## src/rtl/types.sv

```systemverilog
// ============================================================================
// Module : types (package)
// Shared enums, opcode constant and B-immediate helper for the branch unit.
// Revision: 1.0
// ============================================================================
`default_nettype none

package types;

    typedef enum logic [2:0] {
        NONE = 3'd0,
        ALU  = 3'd1,
        MUL  = 3'd2,
        LSU  = 3'd3,
        BU   = 3'd4
    } e_functional_unit;

    typedef enum logic [2:0] {
        BEQ  = 3'b000,
        BNE  = 3'b001,
        BLT  = 3'b100,
        BGE  = 3'b101,
        BLTU = 3'b110,
        BGEU = 3'b111
    } e_branch_funct3;

    typedef enum logic [1:0] {
        IDLE     = 2'd0,
        WAIT_OPS = 2'd1,
        EXEC     = 2'd2,
        BCAST    = 2'd3
    } e_bu_state;

    localparam logic [6:0] OPCODE_BRANCH = 7'b1100011;
    localparam int         B_IMM_WIDTH   = 13;

    // Raw 13-bit B-type offset; callers sign-extend to their own width.
    function automatic logic [B_IMM_WIDTH-1:0] b_imm(input logic [31:0] insn);
        return {insn[31], insn[7], insn[30:25], insn[11:8], 1'b0};
    endfunction

endpackage

`default_nettype wire

```

## src/rtl/branch_compare.sv

```systemverilog
// ============================================================================
// Module : branch_compare
// Combinational RV32 branch condition evaluation and next-PC selection.
// Revision: 1.0
// ============================================================================
`default_nettype none

module branch_compare
    import types::*;
#(
    parameter int ADDRESS_WIDTH = 64
) (
    input  logic [2:0]               funct3,
    input  logic [ADDRESS_WIDTH-1:0] rs1,
    input  logic [ADDRESS_WIDTH-1:0] rs2,
    input  logic [ADDRESS_WIDTH-1:0] pc,
    input  logic [ADDRESS_WIDTH-1:0] imm,
    output logic                     taken,
    output logic [ADDRESS_WIDTH-1:0] next_pc
);

    logic lt_signed;
    logic lt_unsigned;

    assign lt_signed   = $signed(rs1) < $signed(rs2);
    assign lt_unsigned = rs1 < rs2;

    always_comb begin
        taken = 1'b0;
        case (funct3)
            BEQ:     taken = (rs1 == rs2);
            BNE:     taken = (rs1 != rs2);
            BLT:     taken = lt_signed;
            BGE:     taken = !lt_signed;
            BLTU:    taken = lt_unsigned;
            BGEU:    taken = !lt_unsigned;
            default: taken = 1'b0;
        endcase
    end

    // Both targets wrap modulo 2^ADDRESS_WIDTH.
    assign next_pc = taken ? (pc + imm) : (pc + ADDRESS_WIDTH'(4));

endmodule

`default_nettype wire

```

## src/rtl/branch_unit.sv

```systemverilog
// ============================================================================
// Module : branch_unit
// Branch execution unit: collects operands, evaluates, broadcasts next PC.
// Revision: 1.0
// ============================================================================
`default_nettype none

module branch_unit
    import types::*;
#(
    parameter int ADDRESS_WIDTH = 64
) (
    input  logic                     clk,
    input  logic                     rst,

    input  logic                     issue_valid_i,
    output logic                     issue_ready_o,
    input  logic [31:0]              issue_insn_i,
    input  logic [ADDRESS_WIDTH-1:0] issue_pc_i,
    input  logic                     issue_rs1_valid_i,
    input  logic [ADDRESS_WIDTH-1:0] issue_rs1_value_i,
    input  e_functional_unit         issue_rs1_tag_i,
    input  logic                     issue_rs2_valid_i,
    input  logic [ADDRESS_WIDTH-1:0] issue_rs2_value_i,
    input  e_functional_unit         issue_rs2_tag_i,

    input  logic                     bcast_valid_i,
    input  logic [ADDRESS_WIDTH-1:0] bcast_value_i,
    input  e_functional_unit         bcast_rs_i,

    output logic                     bcast_req_o,
    input  logic                     bcast_gnt_i,
    output logic [ADDRESS_WIDTH-1:0] bcast_value_o,
    output e_functional_unit         bcast_rs_o,
    output logic                     taken_o
);

    e_bu_state state;
    e_bu_state next_state;

    logic [2:0]               funct3_q;
    logic [B_IMM_WIDTH-1:0]   imm_q;
    logic [ADDRESS_WIDTH-1:0] pc_q;
    logic [ADDRESS_WIDTH-1:0] rs1_val;
    logic [ADDRESS_WIDTH-1:0] rs2_val;
    logic                     rs1_rdy;
    logic                     rs2_rdy;
    e_functional_unit         rs1_tag;
    e_functional_unit         rs2_tag;

    logic                     issue_fire;
    logic                     bcast_usable;
    logic                     rs1_hit_issue;
    logic                     rs2_hit_issue;
    logic                     rs1_res_issue;
    logic                     rs2_res_issue;
    logic                     rs1_hit_wait;
    logic                     rs2_hit_wait;
    logic [ADDRESS_WIDTH-1:0] imm_ext;
    logic                     cmp_taken;
    logic [ADDRESS_WIDTH-1:0] cmp_next_pc;
    logic                     unused_insn_bits;

    // Opcode and register-index fields are not needed once dispatched.
    assign unused_insn_bits = ^{issue_insn_i[24:15], issue_insn_i[6:0]};

    assign issue_fire = issue_valid_i && issue_ready_o;

    // Own-tag broadcasts never carry a register value.
    assign bcast_usable  = bcast_valid_i && (bcast_rs_i != BU);
    assign rs1_hit_issue = bcast_usable && (bcast_rs_i == issue_rs1_tag_i);
    assign rs2_hit_issue = bcast_usable && (bcast_rs_i == issue_rs2_tag_i);
    assign rs1_res_issue = issue_rs1_valid_i || rs1_hit_issue;
    assign rs2_res_issue = issue_rs2_valid_i || rs2_hit_issue;
    assign rs1_hit_wait  = !rs1_rdy && bcast_usable && (bcast_rs_i == rs1_tag);
    assign rs2_hit_wait  = !rs2_rdy && bcast_usable && (bcast_rs_i == rs2_tag);

    assign imm_ext    = {{(ADDRESS_WIDTH-B_IMM_WIDTH){imm_q[B_IMM_WIDTH-1]}}, imm_q};
    assign bcast_rs_o = BU;

    branch_compare #(
        .ADDRESS_WIDTH (ADDRESS_WIDTH)
    ) u_compare (
        .funct3  (funct3_q),
        .rs1     (rs1_val),
        .rs2     (rs2_val),
        .pc      (pc_q),
        .imm     (imm_ext),
        .taken   (cmp_taken),
        .next_pc (cmp_next_pc)
    );

    always_ff @(posedge clk or negedge rst) begin
        if (!rst) begin
            state         <= IDLE;
            issue_ready_o <= 1'b0;
        end else begin
            state         <= next_state;
            issue_ready_o <= (next_state == IDLE);
        end
    end

    always_comb begin
        next_state  = state;
        bcast_req_o = 1'b0;
        case (state)
            IDLE: begin
                if (issue_fire) begin
                    next_state = (rs1_res_issue && rs2_res_issue) ? EXEC : WAIT_OPS;
                end
            end
            WAIT_OPS: begin
                if ((rs1_rdy || rs1_hit_wait) && (rs2_rdy || rs2_hit_wait)) begin
                    next_state = EXEC;
                end
            end
            EXEC: begin
                next_state = BCAST;
            end
            BCAST: begin
                bcast_req_o = 1'b1;
                if (bcast_gnt_i) begin
                    next_state = IDLE;
                end
            end
            default: next_state = IDLE;
        endcase
    end

    always_ff @(posedge clk or negedge rst) begin
        if (!rst) begin
            funct3_q <= '0;
            imm_q    <= '0;
            pc_q     <= '0;
            rs1_val  <= '0;
            rs2_val  <= '0;
            rs1_rdy  <= 1'b0;
            rs2_rdy  <= 1'b0;
            rs1_tag  <= NONE;
            rs2_tag  <= NONE;
        end else if (state == IDLE) begin
            if (issue_fire) begin
                funct3_q <= issue_insn_i[14:12];
                imm_q    <= b_imm(issue_insn_i);
                pc_q     <= issue_pc_i;
                rs1_tag  <= issue_rs1_tag_i;
                rs2_tag  <= issue_rs2_tag_i;
                rs1_rdy  <= rs1_res_issue;
                rs2_rdy  <= rs2_res_issue;
                rs1_val  <= issue_rs1_valid_i ? issue_rs1_value_i : bcast_value_i;
                rs2_val  <= issue_rs2_valid_i ? issue_rs2_value_i : bcast_value_i;
            end
        end else if (state == WAIT_OPS) begin
            if (rs1_hit_wait) begin
                rs1_val <= bcast_value_i;
                rs1_rdy <= 1'b1;
            end
            if (rs2_hit_wait) begin
                rs2_val <= bcast_value_i;
                rs2_rdy <= 1'b1;
            end
        end
    end

    // Result registers only move in EXEC, so they stay frozen through BCAST.
    always_ff @(posedge clk or negedge rst) begin
        if (!rst) begin
            taken_o       <= 1'b0;
            bcast_value_o <= '0;
        end else if (state == EXEC) begin
            taken_o       <= cmp_taken;
            bcast_value_o <= cmp_next_pc;
        end
    end

endmodule

`default_nettype wire
```

## config.mk

```make
export PLATFORM = sky130hd
export DESIGN_NAME = branch_unit
export DESIGN_NICKNAME = d
export VERILOG_FILES = /design/src/rtl/types.sv /design/src/rtl/branch_compare.sv /design/src/rtl/branch_unit.sv
export SDC_FILE = /design/constraint.sdc
export NUM_CORES = 1
export LEC_CHECK = 0
export CORE_ASPECT_RATIO = 1.75
export CORE_MARGIN = 5
export CORE_UTILIZATION = 54
export DETAILED_ROUTE_END_ITERATION = 7
export PLACE_DENSITY = 0.92
export SYNTH_ARGS = -nofsm -noshare
export SYNTH_HDL_FRONTEND = slang
export SYNTH_HIERARCHICAL = 1
export SYNTH_SLANG_ARGS = --single-unit
```

## constraint.sdc

```tcl
create_clock -name clk -period 9.7 [get_ports clk]
set_input_delay 1.94 -clock clk [delete_from_list [all_inputs] [get_ports clk]]
set_output_delay 1.94 -clock clk [all_outputs]
set_load 0.05 [all_outputs]
```

==> After elaboration in Yosys (flattened, before gate mapping) <==
Cells that the tools add are included.
{ "totals": {"input_bits": 304, "regBits": 283, "elab_cells": 86, "out_inout_bits": 70} }
{ "op_classes": {"n_mux": 26, "order_cmp": 2, "reduce_logical": 27, "n_addsub": 2, "n_eq_ne": 16} }
{ "op_table": {"columns": ["cell", "n"], "rows": [
  ["$mux 64", 11],
  ["$lt 64x64->1", 2],
  ["$add 64x3->64 const B", 1],
  ["$add 64x64->64", 1],
  ["$eq 64x64->1", 1],
  ["$ne 64x64->1", 1],
  ["$eq 3x3->1", 4],
  ["$eq 3x3->1 const B", 4],
  ["$logic_and 1x1->1", 10],
  ["$mux 1", 9],
  ["$mux 2", 4],
  ["$pmux 2 s4", 1],
  ["$pmux 1 s6", 1],
  ["$reduce_and 3->1", 2],
  ["$reduce_bool 2->1", 3],
  ["$eq 2x2->1 const B", 2],
  ["$logic_not 1->1", 4],
  ["$logic_not 2->1", 2],
  ["$logic_or 1x1->1", 4],
  ["$eq 3x1->1 const B", 1],
  ["$logic_not 3->1", 1],
  ["$ne 3x3->1 const B", 1],
  ["$eq 2x1->1 const B", 1],
  ["$ne 2x2->1 const B", 1],
  ["$reduce_and 2->1", 1]
]} }

==> Longest topological paths before layout <==
Gate-level depths: netlist of the first run.
{ "logic_depth": {"depth_word": 9, "mapped_depth": 15, "mapped_depth_nobuf": 15} }

==> By module <==
Netlist of the first run, hierarchy kept.
{ "by_module_without_submodules": {"columns": ["mod", "seq_area_each_um2", "cells_each", "area_each_um2", "instances"], "rows": [
  ["branch_unit", 7081.8, 1107, 11892.7, 1],
  ["branch_compare", 0.0, 1040, 6907.9, 1]
]} }

==> Worst setup path before layout of the first run <==
Ideal clock, no wire load.
{ "synth_timing": {"path_kind": "register to register", "startpoint": "register imm_q[12]", "endpoint": "register bcast_value_o[56]", "arrival_time_ns": 3.892, "path_buffers": 1, "setup_time_ns": 0.125, "required_ns": 9.575, "period_less_slack_ns": 4.017, "path_stages_with_launch": 15, "slack_ns": 5.683, "cell_sequence": "dfrtp_1 ha_1 clkbuf_1 a21o_1 a21o_1 a21o_1 a21o_1 a21o_1 a21o_1 a221o_1 a31oi_2 o21ai_1 xnor2_1 o21ai_0 mux2_2"} }
{ "synth_via": {"elab_chain_cells": 2} }
{ "synth_rtl": {"columns": ["item", "line", "source"], "rows": [
  ["from (decl)", "branch_unit.sv:42", "logic [B_IMM_WIDTH-1:0] imm_q;"],
  ["from (signal assigned)", "branch_unit.sv:144", "imm_q <= b_imm(issue_insn_i);"],
  ["$add 64x64->64", "branch_compare.sv:42", "assign next_pc = taken ? (pc + imm) : (pc + ADDRESS_WIDTH'(4));"],
  ["$mux 64", "branch_compare.sv:42", null],
  ["named net cmp_next_pc[56]", "branch_unit.sv:61", "logic [ADDRESS_WIDTH-1:0] cmp_next_pc;"],
  ["to (signal assigned)", "branch_unit.sv:172", "bcast_value_o <= cmp_next_pc;"],
  ["to (decl)", "branch_unit.sv:33", "output logic [ADDRESS_WIDTH-1:0] bcast_value_o,"]
]} }
The timed path passes the listed nets, and every way through them passes these cells.
A chain may end at the register's enable or synchronous reset.

==> Worst setup path after layout of the first run <==
{ "layout_timing": {"startpoint": "register rs2_val[47]", "endpoint": "register bcast_value_o[33]"} }
{ "layout_via": {"elab_chain_cells": 4, "elab_cells_between_ends": 8, "classes_between": "order compare (2); eq/ne (2); mux (2); reduce/logical (2)"} }
{ "layout_rtl": {"columns": ["item", "line", "source"], "rows": [
  ["from (decl)", "branch_unit.sv:45", "logic [ADDRESS_WIDTH-1:0] rs2_val;"],
  ["from (signal assigned)", "branch_unit.sv:151", "rs2_val <= issue_rs2_valid_i ? issue_rs2_value_i : bcast_value_i;"],
  ["from (signal assigned)", "branch_unit.sv:159", "rs2_val <= bcast_value_i;"],
  ["$lt 64x64->1 (on tied branches)", "branch_compare.sv:26, branch_compare.sv:25", null],
  ["$logic_not 1->1 (on tied branches)", "branch_compare.sv:36, branch_compare.sv:34", null],
  ["$pmux 1 s6 (*)", "branch_compare.sv:30", "case (funct3)"],
  ["$mux 64 (*)", "branch_compare.sv:42", null],
  ["named net cmp_next_pc[33]", "branch_unit.sv:61", null]
]} }
The timed path passes the listed nets; every way through them passes the cells marked *.

==> summary.md, run 1 <==
The max-cap check violation count is 0. Entering global routing, the biggest net connects 94 pins. The deepest level of the CTS H-tree is 1, and the fraction of registers with async set or reset after synthesis is 100%. The path class of the tightest hold or removal check is reg2reg. After the first detailed-routing iteration, the DRC count stood at 1,078. The startpoint kind of the worst setup timing path is a register. The tools report the placeable core area as 34,500 sq um. The root buffer cell chosen for the clock tree is clkbuf_16. Counting every sink on the clock net gives 283. Data arrives at the worst endpoint at 5.27 ns.

The count of buffer and inverter cells on the critical path is 2, and the clock tree buffer depth is 3. The floorplan step defined a die boundary enclosing 38,800 sq um. The number of setup buffers added after CTS is 0. The number of warning messages in the yosys log was 6; the number of port buffers was 353. Traced cell by cell, the critical path runs through inv_1, ha_1, nand4_1, nor4_1, nand3_1, nor2_1, o31ai_1, o2111ai_1, xnor2_1, a21oi_4, buf_4, o21ai_0, mux2_2.

The delay of the slowest cell on the worst path is 0.77 ns, and the sum of net half-perimeters after detailed placement is 43,900 um. For the pin with the worst max-slew slack, the measured transition is 1.12 ns. The logs give 0.000209 V for the maximum resistive drop on vdd and 30.0% for the global-route met1 utilization.

The die span in x was 151 um; the clock latency reported for the late side of the worst-skew pair was 0.55 ns. For this design the static power due to leakage is 10.6 nW. The minimum clock period after layout came out at 4.84 ns. STA classifies the critical path endpoint as a register.

STA puts the critical path data required time at 10.12 ns. Dividing the detail-routed via count by the number of cells gives 5.93. The flow ran to the end, and the final reports show no timing, DRC or antenna violations.

The total of flip-flops plus latches after synthesis works out to 283. For met2 alone, demand over resource in global routing was 54.8%. The layout-stage area growth over the synthesis result is 24.7%, and the detailed-route wire length is 58,900 um. After routing the design area is 23,400 sq um. The count of vias placed by the detailed router is 17.4k. By startpoint and endpoint, the worst setup path is classified as reg2reg. The number of flops mapped to enable cells by yosys was 0. The number of global-route vias before repair came out at 18.3k. Leading cell type in the layout, fill and taps excluded: nand2_1. The met3 capacity usage during global routing was 4.91%; the average instance area after synthesis was 8.76 sq um. Buffers inserted to repair hold after CTS numbered 0. Measured along the y axis, the die boundary spans 257 um.

TritonCTS built the clock tree. The logs give 1.00 for the placer's final routability congestion estimate and 2,871 for the number of nets in the layout. The number of setup violations in the final report came out at 0. Summing all placed instances gives a cell area of 22,500 sq um. Among cell families on the critical path, the largest total delay comes from simple AND/OR/NAND/NOR gates. Adding up every negative setup slack in the final design gives 0 ns. Before antenna repair, the detailed router went through 5 iterations. The number of pins with negative max-slew slack in the final report was 0; the count of final hold-check violations was 0. After clock tree synthesis, the clock-pin slew on the worst setup and hold paths is 0.07 ns.

The filler cell count is 2,523. The highest-delay cell along the critical path was buf_4. Among all flip-flop cells after synthesis, the most frequent one is dfrtp_1.

Setup repair after global routing left no endpoint under its margin. The number of antenna violations at the first check in global routing was 10; the post-route antenna net violation count was 0. met2 is the most crowded layer. Across every metal layer, demand over resource in global routing totals 29.9%.

The run gives 90 as the floorplan row count. The global route total overflow was 0. The fraction of layout cells with a size suffix above 1 came out at 6.15%. The relative slew slack is 25.1%, and the average detailed-routed wire length per instance is 20.1 um. The clock arrives with 0.0149 ns of skew. The initial utilization of the core area, before any placement, comes to 54.6%. The netlist uses 75 different library cells. In the routed design, unresolved DRC markers number 0. The logs give 0 for the count of instances resized after the clock tree is built and 92,700 um for the global-route wire length before repair.

The final clock period utilization by the worst path was 49.9%; the number of cells produced by synthesis was 2,147. The run gives 206 MHz as the timing-limited maximum frequency. The number of primary I/O pins is 374, and the total power density per cell area is 355 nW/um^2. The synthesized netlist occupies a cell area of 18,800 sq um. In the layout the commonest cells are nand2_1 (488), clkdlybuf4s50_1 (352), dfrtp_1 (283). Counting the buffers created by CTS gives 27. Of all nets on the critical path, the largest fanout is 87.

After synthesis, flip-flops and latches occupy 37.7% of the total area.
-- final cells by class --
cell class | count | area (sq um) | area share, %
multi-input cells | 1673 | 10900 | 46.5
flip-flops and latches | 283 | 7080 | 30.2
repair buffers | 365 | 3630 | 15.5
clock buffers | 38 | 767 | 3.27
well taps | 460 | 576 | 2.46
inverters | 88 | 330 | 1.41
clock inverters | 10 | 130 | 0.555
diodes | 9 | 22.5 | 0.0961
-- Yosys cell counts, types with 3 or more instances --
library cell / instances / area, sq um
xor2_1: 36 / 315
clkbuf_2: 4 / 20.0
or2_2: 3 / 18.8
nand2_1: 488 / 1830
nand3_1: 41 / 205
a21o_1: 45 / 338
o21ai_1: 45 / 225
o21a_1: 8 / 60.1
o31a_1: 3 / 26.3
and4_1: 9 / 78.8
nand2b_1: 6 / 37.5
buf_1: 6 / 22.5
inv_1: 87 / 327
mux2_2: 66 / 743
dfrtp_1: 283 / 7080
a21oi_1: 115 / 576
mux2i_1: 130 / 1300
buf_2: 49 / 245
o31ai_1: 3 / 22.5
a31oi_1: 11 / 68.8
nand4_1: 50 / 313
xnor2_1: 98 / 858
and2_1: 9 / 56.3
a211oi_1: 5 / 37.5
nor2_1: 82 / 308
o21bai_1: 13 / 97.6
clkbuf_1: 34 / 128
ha_1: 128 / 1600
a41oi_1: 4 / 35.0
a221oi_1: 4 / 35.0
and3_1: 22 / 138
o21ai_0: 169 / 846
a221o_1: 4 / 40.0
o211ai_1: 3 / 22.5
buf_6: 6 / 67.6
nor4_1: 5 / 31.3
nor3_1: 8 / 40.0
nor2b_1: 13 / 81.3
buf_4: 6 / 45.0
-- power breakdown --
group | internal (mW) | switching (mW)
Sequential | 1.73 | 0.467
Combinational | 1.99 | 3.05
Clock | 0.629 | 0.461
Total | 4.34 | 3.98
-- state kept, by name (all words and copies together), names as in the netlist --
name,count
bcast_value_o,64
rs2_tag,3
taken_o,1
funct3_q,3
rs1_tag,3
rs2_rdy,1
rs1_val,64
rs2_val,64
rs1_rdy,1
imm_q,12
state,2
issue_ready_o,1
pc_q,64
-- per-stage QoR --
stage | total power [mW] | util [%] | hold WS (ns) | worst slack [ns] | instances
floorplan | 5.68 | - | 0.450 | 5.68 | 2149
global placement | 6.81 | 65.3 | 0.461 | 4.58 | 2869
detailed placement | 7.08 | 65.3 | 0.469 | 4.44 | 2869
CTS | 8.26 | 67.9 | 0.486 | 4.92 | 2917
global route | 8.89 | 68.0 | 0.510 | 4.65 | 2924
finish | 8.32 | 68.0 | 0.482 | 4.86 | 2926
-- logic make-up after synthesis --
kind of cell,after synthesis,share of synthesized area [%]
other,2,0.0399
buffers and inverters,193,4.57
XOR/XNOR,134,6.24
flip-flops,283,37.7
adder cells (fa/ha/maj),129,8.63
AO/OA/AOI/OAI,462,14.8
multiplexers,196,10.9
AND/OR/NAND/NOR,748,17.2
-- worst paths after layout --
path,start,endpoint,slack (ns),cells past startpoint
setup / recovery,rs2_val[47],bcast_value_o[33],4.86,13
hold / removal,imm_q[3],imm_q[3],0.48,2
setup reg to reg,rs2_val[47],bcast_value_o[33],4.86,13
hold reg to reg,imm_q[3],imm_q[3],0.48,2
max in group asynchronous,rst,pc_q[59],6.86,2
min in group asynchronous,rst,pc_q[8],1.35,1
-- layer usage --
metal  wire length [um]  share of wire [%]  vias up
met5                  0                  0        -
met4               4400                7.5        0
met3               3980                6.8      234
met2              31400                 53      869
met1              19100                 32     8220
li1                   -                  -     8029
-- worst min-delay path, stage by stage, from the launching register on --
cell and delay (ns):
dfrtp_1 0.35, nand2_1 0.05, nand2_1 0.05
(Power assumes the default switching activity.)
==> run 2, diff against run 1 <==
--- a/config.mk
+++ b/config.mk
@@ -7,9 +7,9 @@
 export LEC_CHECK = 0
 export CORE_ASPECT_RATIO = 1.75
 export CORE_MARGIN = 5
-export CORE_UTILIZATION = 54
+export CORE_UTILIZATION = 53
 export DETAILED_ROUTE_END_ITERATION = 7
-export PLACE_DENSITY = 0.92
+export PLACE_DENSITY = 0.91
 export SYNTH_ARGS = -nofsm -noshare
 export SYNTH_HDL_FRONTEND = slang
 export SYNTH_HIERARCHICAL = 1
==> constraint.sdc (replaced) <==
create_clock -name clk -period 4.9 [get_ports clk]
set_input_delay 0.98 -clock clk [delete_from_list [all_inputs] [get_ports clk]]
set_output_delay 0.98 -clock clk [all_outputs]
set_load 0.05 [all_outputs]
==> summary.md, run 2 (synthesis results as in run 1) <==
The flow ran to the end, and the final reports show no timing, DRC or antenna violations. Buffers inserted to repair hold after CTS numbered 0. For this run, global-route usage on met1 was measured as 28.0%. Across all setup checks in the final design, the least slack found is 0.644 ns. After clock tree synthesis, the clock-pin slew on the worst setup and hold paths is 0.07 ns.

IR analysis of the VDD net gives a maximum drop of 0.000325 V. The floorplan has 91 rows. The total setup buffers inserted after CTS is 0, and the die boundary height is 259 um. The detailed-route wire length is 58,600 um. The number of port buffers is 353, and the clock tree buffer depth is 3. The final layout contains 2,886 nets. For this configuration, the core starts out at a cell density of 53.4%. The total power density per cell area was 697 nW/um^2; the total chip power was 16.5 mW. For the utilization after layout, the log shows 67.1%.

The number of pins with negative max-slew slack in the final report was 0; the reported leakage power was 10.7 nW. Across the whole layout, storage elements account for 7080 sq um. STA classifies the critical path startpoint as a register. In the final routed layout, each cell accounts on average for 19.9 um. For the number of antenna violations at the first check in global routing, the log shows 7. The number of setup violations in the final report was 0. The run gives 0.927 as the placer's final routability congestion estimate.

Among cell families on the critical path, the largest total delay comes from simple AND/OR/NAND/NOR gates. CTS saw 283 sinks. The run gives 0 as the count of final hold-check violations. For this block, the initial DRC count from the detailed router was 932. After routing, the total negative slack on setup checks comes to 0 ns. For this run, the total global-route usage over all layers was measured as 28.6%. The global routing stage identified its most utilized layer as met2. For the max-cap check violation count, the log shows 0.

The multi-input combinational cells in the finished layout cover a total of 10,900 sq um. For the pin with the worst max-slew slack, the measured transition is 0.992 ns. The master cell of the clock root buffer is clkbuf_16.

Clock skew on the completed layout was measured at 0.0290 ns. For the met2 global-route usage, the log shows 55.8%. The delay of the slowest cell on the worst path came out at 0.64 ns. Walking the worst path, the cells encountered are ha_1, nand4_1, nor4_1, nand3_1, nor2_1, o31ai_1, o2111ai_1, xnor2_1, a21oi_4, buf_4, o21ai_0, mux2_2. The logs give 1 for the deepest level of the CTS H-tree and 374 for the number of primary I/O pins.

The kind of end point of the critical path was a register. The fraction of layout cells with a size suffix above 1 is 6.80%. For this run, global-route usage on met3 was measured as 4.54%.

The logs give 18.1k for the number of global-route vias before repair and 0 for the number of design rule violations left after detail routing. At the placement stage, the worst setup path has a slack of 0.758 ns. The detail route stage leaves a number of antenna-violating nets equal to 0. The length of the first detailed-routing pass in iterations is 5, and the sum of net half-perimeters after detailed placement is 45,100 um.

The filler cell count came out at 2,559. For the global route total overflow, the log shows 0. The worst reg-to-reg path cell count came out at 12. After detailed routing, the number of vias per cell comes to 5.78. In this run the critical register-to-register path is launched from rs1_val[42].

Setup repair after global routing left no endpoint under its margin. The smallest clock period supported by the final layout is computed as 4.26 ns. The run gives 0.64 ns as the register-to-register setup slack. The floorplan step defined a die boundary enclosing 39,500 sq um. TritonCTS built the clock tree. The leading cell type in the layout, fill and taps excluded was nand2_1. Clock tree synthesis inserted a total of 27 buffers. The routed layout has 17.0k vias.

The worst pin sits at a relative slew slack of 33.9%. For the worst setup path, the data required time is 5.34 ns. Category of the most critical setup path: reg2reg.

The count of buffer and inverter cells on the critical path came out at 1. The largest net degree at the start of global routing came out at 104. At the later pin of the worst-skew pair, clock insertion delay measures 0.57 ns. The endpoint of the most critical register-to-register path was bcast_value_o[43].

The maximum net fanout on the critical path was 53. Leaving out fill and tap cells, the most frequent cells in the layout are nand2_1 (488), clkdlybuf4s50_1 (352), dfrtp_1 (283). In this run the worst hold path is classified as in2async. At the worst endpoint, the arrival time is 4.69 ns.

Derived from the worst setup path, the maximum achievable clock frequency is 235 MHz. The first global-routing pass estimated 91,900 um of wire. In this run, post-CTS repair resized a total of 0 instances. For the placeable core area, the log shows 35,200 sq um. On the critical path, the stage with the largest delay is an instance of nor4_1.

Of the available clock period, the critical path in the final layout requires 86.9%. The area growth from synthesis to layout is 25.6%. Measured along the x axis, the die boundary spans 152 um.
## run 2: worst reg2reg max path, stage by stage (launching register included)
cell       delay [ns]
dfrtp_1          0.40
ha_1             0.34
nand4_1          0.25
nor4_1           0.65
nand3_1          0.29
nor2_1           0.28
o31ai_1          0.23
o2111ai_1        0.17
xnor2_1          0.15
a21oi_4          0.32
buf_4            0.51
o21ai_0          0.26
mux2_2           0.30
## run 2: worst max path at each step
| stage | from | endpoint | slack, ns | cells after the start |
|---|---|---|---|---|
| floorplan | imm_q[12] | bcast_value_o[56] | 0.88 | 14 |
| global placement | imm_q[12] | bcast_value_o[61] | 0.85 | 14 |
| detailed placement | rs1_val[42] | bcast_value_o[43] | 0.76 | 12 |
| CTS | rs1_val[42] | bcast_value_o[43] | 0.74 | 12 |
| global route | imm_q[12] | bcast_value_o[61] | 0.48 | 14 |
| finish | rs1_val[42] | bcast_value_o[43] | 0.64 | 12 |
## run 2: routing by layer
| metal | share of wire [%] | vias to the layer above |
|---|---|---|
| li1 | - | 8056 |
| met1 | 33 | 8061 |
| met2 | 54 | 686 |
| met3 | 6.1 | 191 |
| met4 | 6.7 | 2 |
| met5 | 0.022 | - |
## run 2: layout make-up
type                       instances  share of cell area [%]
multi-input combinational       1673                    46.2
clock buffer                      36                    3.26
antenna                            6                  0.0636
sequential                       283                    30.0
clock inverter                    11                   0.620
tap                              465                    2.46
inverter                          88                    1.40
timing repair buffer             380                    16.1
## run 2: per-stage QoR
stage | area (sq um) | hold WS [ns] | std cells
after floorplan | 18800 | 0.450 | 2149
after global placement | 22700 | 0.460 | 2889
after detailed placement | 22700 | 0.470 | 2889
after CTS | 23600 | 0.482 | 2936
after global routing | 23600 | 0.506 | 2939
final | 23600 | 0.480 | 2942
## run 2: report_power, final
group          total, mW  internal (mW)  switching (mW)
sequential          4.36           3.42           0.945
combinational       9.91           4.00            5.91
clock               2.20           1.26           0.938
==> run 3, diff against run 2 <==
--- a/config.mk
+++ b/config.mk
@@ -8,6 +8,7 @@
 export CORE_ASPECT_RATIO = 1.75
 export CORE_MARGIN = 5
 export CORE_UTILIZATION = 53
+export CTS_CLUSTER_SIZE = 14
 export DETAILED_ROUTE_END_ITERATION = 7
 export PLACE_DENSITY = 0.91
 export SYNTH_ARGS = -nofsm -noshare
==> summary.md, run 3 (synthesis results as in run 1) <==
The floorplan step set the die height to 259 um. The number of gates resized after CTS was 0. Pin placement for this block handled 374 I/O pins.

The logs give 17.1k for the count of vias placed by the detailed router and 58,800 um for the detailed-route wire length. The final clock period utilization by the worst path was 87.6%; the starting density of the core was 53.4%. The tools report the DRC violation total after the first TritonRoute iteration as 945. The floorplan row count came out at 91. For this run, the post-layout net count is 2,886. Setup repair after global routing left no endpoint under its margin.

The clock network is responsible for 12.5% of the overall power. Data arrival time of the critical path: 4.73 ns. In the routed layout, each cell is associated on average with a via count of 5.81.

Master cell of the clock root buffer: clkbuf_16. The startpoint of the worst-slack reg-to-reg timing path was rs1_val[42]. In the post-route analysis, the smallest setup slack over all paths is 0.609 ns. Max-cap violations in this run came to 0. In this run switching power makes up 47.9% of total power. Registers take 7080 sq um. After detailed routing, the number of remaining DRC violations is 0. For the number of global-route vias before repair, the log shows 18.2k. The startpoint kind of the worst setup timing path is a register. At the end of the flow the core is filled with cells to 66.8%.

The run gives 0 as the number of pins with negative max-slew slack in the final report. For the placer's final routability congestion estimate, the log shows 0.927. For this design the total switching power over the nets is 7.81 mW. Cell internal power was estimated by the tool at 8.51 mW. STA puts the critical path data required time at 5.34 ns. The design draws 16.3 mW. The run gives 104 as the largest net degree at the start of global routing. The minimum clock period after layout was 4.29 ns. After global routing the overflow that remains totals 0. In this run the worst path has a maximum fanout of 53. The run finished with clean final reports. In the global route stage, overall resource usage came out at 28.9%. The die is 152 um wide. In this run, CTS created clock tree buffers numbering 27.

The relative slew slack is 34.3%, and the worst clock skew on the final layout is 0.0159 ns. The die covers 39,500 sq um. The min-delay analysis places its worst path in the category in2async. Total power density per cell area: 694 nW/um^2.

In this run the worst setup path terminates at bcast_value_o[43]. Clock-pin slew was measured on the worst setup and hold paths at 0.07 ns. Summed over all nets, the half-perimeter wirelength after detailed placement is 45,100 um. The deepest level of the CTS H-tree is 1.

The worst-case IR drop observed on VDD is 0.000331 V. Number of port buffers: 353. The worst setup path is captured at a register. For the relative contribution of combinational cells to total power, the log shows 60.8%. In this run the static leakage power is 10.6 nW.

Sink count of the clock tree: 283. In the layout the commonest cells are nand2_1 (488), clkdlybuf4s50_1 (352), dfrtp_1 (283). The first global-routing pass estimated 92,600 um of wire. After detailed routing, the average wire length per cell comes to 20.0 um. In this run the remaining antenna-violating nets after routing total 0.

The worst setup path startpoint was rs1_val[42]. Buffers added to address setup during post-CTS repair amount to 0. The tools report the register-to-register setup slack as 0.61 ns. The endpoint identified for the worst register-to-register timing path is bcast_value_o[43]. The logs give 6 for the number of antenna violations at the first check in global routing and 3 for the clock tree buffer depth. After clock tree synthesis, the flow added hold-fix buffers numbering 0.

In this run, flip-flops and latches consume 26.7% of the power. The placeable core area is 35,200 sq um, and the fraction of layout cells with a size suffix above 1 is 6.65%. The count of final hold-check violations is 0, and the clock latency reported for the late side of the worst-skew pair is 0.56 ns. Leading cell type in the layout, fill and taps excluded: nand2_1.

The pre-antenna-repair detailed-routing pass consisted of 5 iterations. The filler cell count was 2,581; the layout-stage area growth over the synthesis result was 25.1%. The setup TNS is 0 ns, and the worst reg-to-reg path cell count is 12. Setup violations remaining at the end of the flow were counted as 0. TritonCTS built the clock tree. The critical path is of the reg2reg type. The pin slew with the least headroom to its limit was 0.986 ns. In the final layout, the multi-input gates occupy 10,900 sq um. The tools report the minimum setup slack after placement as 0.758 ns.

Timing would allow up to 233 MHz.
run 3: cell count changes in the layout (fill, tap and decap cells not counted), sizes merged:
cell and delta:
clkinv +1, clkbuf -3, inv +1, bufinv -2
run 3: layer usage:
metal  track usage [%]  up-vias  routed length (um)
met5                 0        -                   0
met4              17.9        0                4180
met3              4.57      210                3840
met2              55.8      720               31500
met1              28.3     8083               19300
li1                  -     8061                   -
run 3: area by class of cell:
class | instances | share of cell area [%]
inverter | 88 | 1.40
sequential | 283 | 30.1
antenna | 6 | 0.0638
clock inverter | 11 | 0.426
timing repair buffer | 380 | 16.1
tap | 465 | 2.47
multi-input combinational | 1673 | 46.3
clock buffer | 33 | 3.05
run 3: worst min path at each step:
stage,start,endpoint,slack [ns]
2_1_floorplan,imm_q[10],imm_q[10],0.45
3_3_place_gp,rs2_val[34],rs2_val[34],0.46
3_5_place_dp,rs2_val[27],rs2_val[27],0.47
4_1_cts,rst,pc_q[18],0.47
5_1_grt,rst,bcast_value_o[22],0.51
6_report,rst,bcast_value_o[16],0.46
run 3: critical path, stage by stage, from the launching register on:
cell	delay, ns
dfrtp_1	0.40
ha_1	0.33
nand4_1	0.26
nor4_1	0.64
nand3_1	0.28
nor2_1	0.29
o31ai_1	0.22
o2111ai_1	0.17
xnor2_1	0.15
a21oi_4	0.32
buf_4	0.51
o21ai_0	0.25
mux2_2	0.31
run 3: power groups by stage:
| stage | clock (mW) | sequential (mW) | combinational [mW] |
|---|---|---|---|
| 6_report | 2.04 | 4.37 | 9.92 |
| 5_1_grt | 2.16 | 4.48 | 10.8 |
| 4_1_cts | 2.07 | 4.35 | 9.84 |
| 3_5_place_dp | 0 | 4.37 | 9.72 |
| 3_3_place_gp | 0 | 4.29 | 9.36 |
| 2_1_floorplan | 0 | 5.00 | 6.25 |
run 3: metrics by stage:
stage | cell area [sq um] | std cells | hold WS, ns
CTS | 23500 | 2933 | 0.468
floorplan | 18800 | 2149 | 0.450
finish | 23500 | 2939 | 0.457
global placement | 22700 | 2889 | 0.460
global route | 23500 | 2936 | 0.507
detailed placement | 22700 | 2889 | 0.470
==> edit, RTL diff (settings of run 2) <==
Re-encode `e_bu_state` (4 states) as Gray code, 2 bits wide.
--- a/src/rtl/types.sv
+++ b/src/rtl/types.sv
@@ -25,10 +25,10 @@
     } e_branch_funct3;
 
     typedef enum logic [1:0] {
-        IDLE     = 2'd0,
-        WAIT_OPS = 2'd1,
-        EXEC     = 2'd2,
-        BCAST    = 2'd3
+        IDLE     = 2'b00,
+        WAIT_OPS = 2'b01,
+        EXEC     = 2'b11,
+        BCAST    = 2'b10
     } e_bu_state;
 
     localparam logic [6:0] OPCODE_BRANCH = 7'b1100011;
Behaviour: same outputs for any inputs over 4 cycles, from zero or initial values and one cycle with rst low; so few cycles prove little.
==> edit against run 2 <==
- sequential power grew 2%
- power grew 5.0%
- clock power grew 3%
- via count shrank 3.3%
- wire length shrank 0.57%
- worst setup slack gained 0.075 ns
- first-iteration DRC count shrank 16%
- clock skew shrank 0.0086 ns
- largest power group unchanged
- area after synthesis grew 2.5%
- design area grew 2.2%
- count of clock-buffer cells in the layout is the same
- sequential cell count is the same
==> edit: results (changes against run 2) <==
Run status
  – Status: completed (unchanged)

Worst setup path
  – CP max stage cell: dfrtp_1 (was nor4_1)
  – CP delay by family, top: compound AO/OA/AOI/OAI gates (was simple AND/OR/NAND/NOR gates)
  – Reg-to-Reg Start: imm_q[12] (was rs1_val[42])
  – Cells on worst reg2reg path: 14 (was 12)
  – Worst reg-to-reg setup slack: 0.72 ns (was 0.64 ns)
  – Max FO, Critical Path: 14 (was 53)
  – RR Endpoint: bcast_value_o[61] (was bcast_value_o[43])
  – Worst Path Arrival: 4.62 ns (was 4.69 ns)

Worst hold path
  – Tightest Hold Check Type: reg2reg (was in2async)

Place
  – Post-DP Area: 23200 sq um (was 22700 sq um)
  – Pre-CTS setup slack: 0.928 ns (was 0.758 ns)
  – Cells after DPL: 2767 (was 2889)

Timing
  – Slew margin rel.: 34.0% (was 33.9%)
  – WHS: 0.485 ns (was 0.480 ns)

Detailed routing
  – Initial DRT Pass Iterations: 7 (was 5)
  – DRT iter0 DRCs: 783 (was 932)
  – Vias/cell: 5.84 (was 5.78)

Global route
  – Vias in the first global route: 17800 (was 18100)
  – GRT Overall Usage: 28.0% (was 28.6%)
  – First-pass GRT wire length: 92.5 mm (was 91.9 mm)
  – Antenna violations before repair: 0 (was 7)

Pwr
  – Leak: 10.8 nW (was 10.7 nW)

Synthesis
  – Register area share after synthesis: 36.8% (was 37.7%)
  – Cells after synthesis: 2011 (was 2147)
  – Synth cell count leaders: 362 x nand2_1, 283 x dfrtp_1, 256 x mux2_2 (was 488 x nand2_1, 283 x dfrtp_1, 169 x o21ai_0)

Cells and area
  – Diode count: 0 (was 6)
edit: cell types whose count changed after synthesis, sizes merged, moves of 3 or more:
cell          run 2  this run
mux2             66       324
o21ai           215        86
mux2i           130         2
nand2           488       362
buf              67        51
xnor2            98        93
nor2             82        85
o31a              3         0
xor2             36        39
edit: layer usage:
metal  global-route usage (%)  part of all wire [%]  up-vias
met5                        0                     0        -
met4                     15.5                   6.6        0
met3                     3.81                   5.2      223
met2                     53.6                    54      652
met1                     28.6                    35     7895
li1                         -                     -     7671
edit: worst max-delay path by stage:
stage,startpoint,endpoint,slack (ns),cells after the start
after floorplan,imm_q[12],bcast_value_o[56],0.88,14
after global placement,imm_q[12],bcast_value_o[61],1.03,14
after detailed placement,imm_q[12],bcast_value_o[61],0.93,14
after CTS,imm_q[12],bcast_value_o[61],0.91,14
after global routing,imm_q[12],bcast_value_o[61],0.55,14
final,imm_q[12],bcast_value_o[61],0.72,14
edit: cells by family after synthesis:
logic type	synth area share, %
AO/OA/AOI/OAI	10.9
XOR/XNOR	6.00
adder cells (fa/ha/maj)	8.42
buffers and inverters	4.16
flip-flops	36.8
multiplexers	19.0
other	0.0390
AND/OR/NAND/NOR	14.7
edit: report_power, final:
| part | switching (mW) | internal [mW] | total [mW] | leakage (nW) |
|---|---|---|---|---|
| clock network | 0.927 | 1.34 | 2.27 | 0.471 |
| registers | 0.950 | 3.49 | 4.44 | 3.44 |
| logic | 6.16 | 4.41 | 10.6 | 6.88 |
edit: final cells by class:
type	count	area, sq um
clock buffers	36	749
clock inverters	14	209
fillers	2686	11900
inverters	86	323
multi-input cells	1553	11400
flip-flops and latches	283	7080
well taps	470	588
repair buffers	375	3770
